<file path="config.mk">
export PLATFORM = sky130hd
export DESIGN_NAME = if_stage
export DESIGN_NICKNAME = d
export VERILOG_FILES = /design/src/rtl/if_stage_pkg.sv /design/src/rtl/if_stage.sv
export SDC_FILE = /design/constraint.sdc
export NUM_CORES = 1
export LEC_CHECK = 0
export CAP_MARGIN = 20
export CORE_ASPECT_RATIO = 1.25
export CORE_UTILIZATION = 30
export DETAILED_ROUTE_END_ITERATION = 8
export HOLD_SLACK_MARGIN = 0.05
export PLACE_DENSITY_LB_ADDON = 0.12
export SYNTH_ARGS = -nofsm -noshare
export SYNTH_HDL_FRONTEND = slang
export SYNTH_SLANG_ARGS = --single-unit
</file>
<file path="constraint.sdc">
create_clock -name clk -period 3.04 [get_ports clk]
set_input_delay 0.304 -clock clk [delete_from_list [all_inputs] [get_ports clk]]
set_output_delay 0.304 -clock clk [all_outputs]
set_load 0.01 [all_outputs]
</file>
<file path="src/rtl/if_stage_pkg.sv">
// Shared types for the instruction-fetch stage: pre-IF request bundle,
// exception record, pipeline flush causes and the bundle handed to decode.
package if_stage_pkg;

  typedef struct packed {
    logic        ex;
    logic [4:0]  exccode;
    logic [31:0] badvaddr;
  } exception_t;

  typedef struct packed {
    logic ex;
    logic eret;
    logic tlb_op;
    logic cache_op;
  } pipeline_flush_t;

  typedef struct packed {
    logic        valid;
    logic        req_sent;
    logic        br_op;
    logic [31:0] pc;
    exception_t  exception;
  } pfs_to_fs_bus_t;

  typedef struct packed {
    logic [31:0] pc;
    logic [31:0] inst;
    logic        br_op;
    exception_t  exception;
  } fs_to_ds_bus_t;

  function automatic logic flush_req(input pipeline_flush_t pf, input logic bpu);
    return pf.ex | pf.eret | pf.tlb_op | pf.cache_op | bpu;
  endfunction

endpackage

</file>
<file path="src/rtl/if_stage.sv">
// Instruction-fetch stage: holds one slot, waits for the in-order icache beat,
// buffers it while decode stalls and discards beats belonging to flushed requests.
module if_stage
  import if_stage_pkg::*;
#(
  parameter int DISCARD_W = 2
) (
  input  logic            clk,
  input  logic            reset,
  input  pfs_to_fs_bus_t  pfs_to_fs_bus,
  output logic            fs_allowin,
  output logic            fs_valid,
  input  pipeline_flush_t pipeline_flush,
  input  logic            bpu_flush,
  input  logic            icache_data_ok,
  input  logic [31:0]     icache_rdata,
  input  logic            ds_allowin,
  output logic            fs_to_ds_valid,
  output fs_to_ds_bus_t   fs_to_ds_bus
);

  localparam int SW = DISCARD_W + 2;
  localparam logic [SW-1:0] CNT_MAX = SW'((1 << DISCARD_W) - 1);

  logic                 fs_valid_q, fs_valid_d;
  logic [31:0]          fs_pc_q, fs_pc_d;
  logic                 fs_br_op_q, fs_br_op_d;
  logic                 fs_req_sent_q, fs_req_sent_d;
  exception_t           fs_exception_q, fs_exception_d;
  logic [31:0]          inst_buf_q, inst_buf_d;
  logic                 inst_buf_valid_q, inst_buf_valid_d;
  logic [DISCARD_W-1:0] discard_cnt_q, discard_cnt_d;

  logic          flush;
  logic          resp_ok;
  logic          drop;
  logic          fs_ready_go;
  logic          slot_waiting;
  logic          new_req;
  logic [SW-1:0] cnt_sum;

  assign flush       = flush_req(pipeline_flush, bpu_flush);
  assign resp_ok     = icache_data_ok && (discard_cnt_q == '0);
  assign drop        = icache_data_ok && (discard_cnt_q != '0);
  assign fs_ready_go = fs_exception_q.ex | inst_buf_valid_q | resp_ok;

  assign fs_allowin     = !fs_valid_q | (fs_ready_go & ds_allowin);
  assign fs_valid       = fs_valid_q;
  assign fs_to_ds_valid = fs_valid_q & fs_ready_go & !flush;

  // A beat consumed in the flush cycle is not still in flight, so it is not counted.
  assign slot_waiting = fs_valid_q & fs_req_sent_q & !inst_buf_valid_q & !resp_ok;
  assign new_req      = pfs_to_fs_bus.valid & pfs_to_fs_bus.req_sent & fs_allowin;

  assign cnt_sum = SW'(discard_cnt_q)
                 + (flush ? (SW'(slot_waiting) + SW'(new_req)) : '0)
                 - SW'(drop);
  assign discard_cnt_d = (cnt_sum > CNT_MAX) ? CNT_MAX[DISCARD_W-1:0] : cnt_sum[DISCARD_W-1:0];

  always_comb begin
    fs_valid_d       = fs_valid_q;
    fs_pc_d          = fs_pc_q;
    fs_br_op_d       = fs_br_op_q;
    fs_req_sent_d    = fs_req_sent_q;
    fs_exception_d   = fs_exception_q;
    inst_buf_d       = inst_buf_q;
    inst_buf_valid_d = inst_buf_valid_q;

    if (flush) begin
      fs_valid_d       = 1'b0;
      inst_buf_valid_d = 1'b0;
    end else if (fs_allowin) begin
      fs_valid_d       = pfs_to_fs_bus.valid;
      fs_pc_d          = pfs_to_fs_bus.pc;
      fs_br_op_d       = pfs_to_fs_bus.br_op;
      fs_req_sent_d    = pfs_to_fs_bus.req_sent;
      fs_exception_d   = pfs_to_fs_bus.exception;
      inst_buf_valid_d = 1'b0;
    end else if (resp_ok && fs_valid_q && !ds_allowin) begin
      inst_buf_d       = icache_rdata;
      inst_buf_valid_d = 1'b1;
    end
  end

  always_ff @(posedge clk or posedge reset) begin
    if (reset) begin
      fs_valid_q       <= 1'b0;
      fs_pc_q          <= '0;
      fs_br_op_q       <= 1'b0;
      fs_req_sent_q    <= 1'b0;
      fs_exception_q   <= '0;
      inst_buf_q       <= '0;
      inst_buf_valid_q <= 1'b0;
      discard_cnt_q    <= '0;
    end else begin
      fs_valid_q       <= fs_valid_d;
      fs_pc_q          <= fs_pc_d;
      fs_br_op_q       <= fs_br_op_d;
      fs_req_sent_q    <= fs_req_sent_d;
      fs_exception_q   <= fs_exception_d;
      inst_buf_q       <= inst_buf_d;
      inst_buf_valid_q <= inst_buf_valid_d;
      discard_cnt_q    <= discard_cnt_d;
    end
  end

  // Empty or faulting slots present a zero word rather than whatever is on the icache bus.
  always_comb begin
    fs_to_ds_bus           = '0;
    fs_to_ds_bus.pc        = fs_pc_q;
    fs_to_ds_bus.br_op     = fs_br_op_q;
    fs_to_ds_bus.exception = fs_exception_q;
    if (fs_valid_q && !fs_exception_q.ex)
      fs_to_ds_bus.inst = inst_buf_valid_q ? inst_buf_q : icache_rdata;
  end

endmodule

</file>
==> reports/qor.txt <==
clock power share - 32.3%
met1 Use GR - 16.8%
met3 GRT Util - 6.94%
final hold violation count - 0
Post-DRT Antenna Nets - 0
DIE AREA - 16300 um^2
Die W - 114 um
RR Startpoint - fs_to_ds_bus[37]$_DFFE_PP0P_
sequential power share - 42.9%
Final #Nets - 675
Syn Inst Count - 334
Setup violations, final - 0
Adder-Cell Fraction of Synth Area - 1.75%
largest net degree at the start of global routing - 72
Max rail drop VDD - 0.300 mV
final wirelength - 11700 um
WL per Instance - 15.2 um
Compound-Gate Fraction of Synth Area - 1.62%
fmax - 0.377 GHz
DP HPWL - 8590 um
syn_nets - 454
CTS tree - built
drt first pass iters - 4
FF-to-FF setup slack - 0.39 ns
area of the core - 15200 um^2
Slew @ Worst Pin - 0.770 ns
M2 GR Usage - 24.8%
Startpoint Class - flop
Synth Area in XOR/XNOR - 0%
post-cts resize count - 0
DR vias - 3450
post-CTS setup buffer count - 0
max_cap viols - 0
DP Area - 7170 um^2
Mapped Area - 4730 um^2
I/O pins - 220
first-pass GRT wire length - 18700 um
outcome - finished clean
H-tree depth - 3
# port buffers - 219
Syn Area/Cell - 14.1 um^2
Psw - 1.07 mW
Yosys top cell by area - dfrtp_1
Final Instance Area - 7520 um^2
clk_skew - 0.00723 ns
unique cell type count in the Yosys netlist - 29
unrepaired setup endpoints after global routing - no
sum of negative setup slack - 0 ns
WP data arrival - 2.88 ns
clk buf depth - 2
DR iter-0 viols - 86
Final min period - 2.65 ns
vias in the first global route - 3716
CTS Hold Bufs - 0
initial antenna violation count - 2
Switching Share - 25.3%
Crit. End Element - flop
gr usage total - 15.0%
final core occ - 49.5%
class of the worst hold path - primary input to async pin
Clock Sinks - 108
Req. time, crit path - 3.27 ns
Pleak - 3.21 nW
Vias/cell - 4.48
Rows - 50
Reg clk slew, reported paths - 0.07 ns
RR Endpoint - discard_cnt_q[0]$_DFF_PP0_
sequential area share after synthesis - 57.2%
Final Max Tran Viols - 0
Die Ht - 142 um
main combinational cell family by area after synthesis - multiplexers
top-area cell type share of the netlist area - 57.2%
CTS root buffer - clkbuf_16
# DRC - 0
period utilization - 87.2%
PwrDens - 560 nW/um^2
final RePlAce weighted congestion - 0.743
Area contributors post-synth - dfrtp_1 (57%), mux2_1 (19%), mux2i_1 (6.8%)
CP max FO - 5
post-synthesis mux area share - 31.3%
Slew headroom - 48.6%
TritonCTS Buffers - 9
combinational power share - 24.8%
synthesis-to-layout area growth - 59.1%
Clock Latency Late Sink - 0.35 ns
layout cells sized above 1 - 9.82%
worst reg-to-reg path cell count - 11
Cell Int Power - 3.14 mW
synth warn - 0
GRT busiest layer - met2
synthesized flop and latch total - 108
Post-Synth Simple-Gate Area - 4.85%
gr ovfl total - 0
starting density of the core - 31.1%
Pwr Total - 4.21 mW
Crit Path Category - flop to flop
-- cell usage after synthesis (all sizes together) --
library cell	number
and2	1
a32o	1
and3	2
mux2	103
nand2	6
buf	19
ha	5
nand3	1
nor2	34
nand2b	4
nor3b	1
and4b	1
nor3	2
a21o	1
dfrtp	108
a21oi	1
inv	6
o311a	1
mux2i	32
o21a	1
fa	1
o21ai	2
o311ai	1
-- layer usage --
| layer | wire length, um | part of all wire, % |
|---|---|---|
| met5 | 0 | 0 |
| met4 | 215 | 1.8 |
| met2 | 5620 | 48 |
| met3 | 1160 | 9.9 |
| met1 | 4700 | 40 |
-- how the worst max path moves through the flow --
stage                                 start                          to  slack (ns)  cells after the start
2_1_floorplan  inst_buf_valid_q$_DFFE_PP0P_  discard_cnt_q[0]$_DFF_PP0_        0.42                     12
3_3_place_gp                 icache_data_ok  discard_cnt_q[1]$_DFF_PP0_        0.12                     12
3_5_place_dp                 icache_data_ok  discard_cnt_q[0]$_DFF_PP0_        0.06                     12
4_1_cts        fs_to_ds_bus[37]$_DFFE_PP0P_  discard_cnt_q[0]$_DFF_PP0_        0.40                     11
5_1_grt        fs_to_ds_bus[37]$_DFFE_PP0P_  discard_cnt_q[1]$_DFF_PP0_        0.20                     11
6_report       fs_to_ds_bus[37]$_DFFE_PP0P_  discard_cnt_q[0]$_DFF_PP0_        0.39                     11
-- placed cells by master (no fill, tap or decap), types with 2 or more instances in the layout --
cell type / count
clkbuf_16: 9
bufinv_16: 3
buf_4: 7
inv_1: 5
diode_2: 2
ha_1: 5
dfrtp_1: 107
nor2_1: 34
clkdlybuf4s50_1: 219
mux2_1: 78
nand2b_1: 4
inv_6: 2
mux2_2: 25
nand2_1: 5
buf_12: 3
and3_1: 2
nor3_1: 2
mux2i_1: 32
clkinvlp_4: 2
-- area by class of cell --
class	count	area (um^2)
tap	208	260
timing repair buffer	229	2300
clock inverter	7	120
inverter	6	26.3
antenna	2	5.00
fill	1403	7680
clock buffer	9	225
multi-input combinational	201	1870
sequential	108	2700
-- kinds of logic after synthesis --
| kind of cell | after synthesis |
|---|---|
| DFF | 108 |
| buffers and inverters | 25 |
| muxes | 135 |
| AOI/OAI and AO/OA | 8 |
| adders and majority gates | 6 |
| and+or+nand+nor | 52 |
-- worst max-delay path, stage by stage (launching register included) --
cell      delay, ns
dfrtp_1        0.42
o21ai_1        0.25
o311ai_4       0.15
and3_1         0.21
ha_1           0.26
nand2_1        0.05
ha_1           0.26
inv_1          0.04
ha_1           0.20
fa_1           0.38
o21ai_0        0.23
nand2b_1       0.09
-- state kept, by name, indices dropped and copies added, names as in the netlist --
name              cells
discard_cnt_q         2
inst_buf_valid_q      1
fs_to_ds_bus         38
fs_pc_q              32
fs_valid              1
fs_br_op_q            1
fs_req_sent_q         1
inst_buf_q           32
-- power by group through the flow --
stage	logic, mW	clock network, mW	registers [mW]
finish	1.05	1.36	1.81
global route	1.13	1.47	1.84
CTS	1.07	1.41	1.81
detailed placement	1.06	0	1.83
global placement	1.05	0	1.82
floorplan	0.265	0	1.92
-- stage by stage --
| step | worst slack (ns) | std cells | hold WS, ns |
|---|---|---|---|
| CTS | 0.402 | 768 | 0.444 |
| global placement | 0.118 | 752 | 0.469 |
| floorplan | 0.415 | 334 | 0.428 |
| finish | 0.388 | 770 | 0.430 |
| global route | 0.200 | 768 | 0.493 |
| detailed placement | 0.0584 | 752 | 0.476 |
Note: power is estimated with default switching activity, not from simulation.
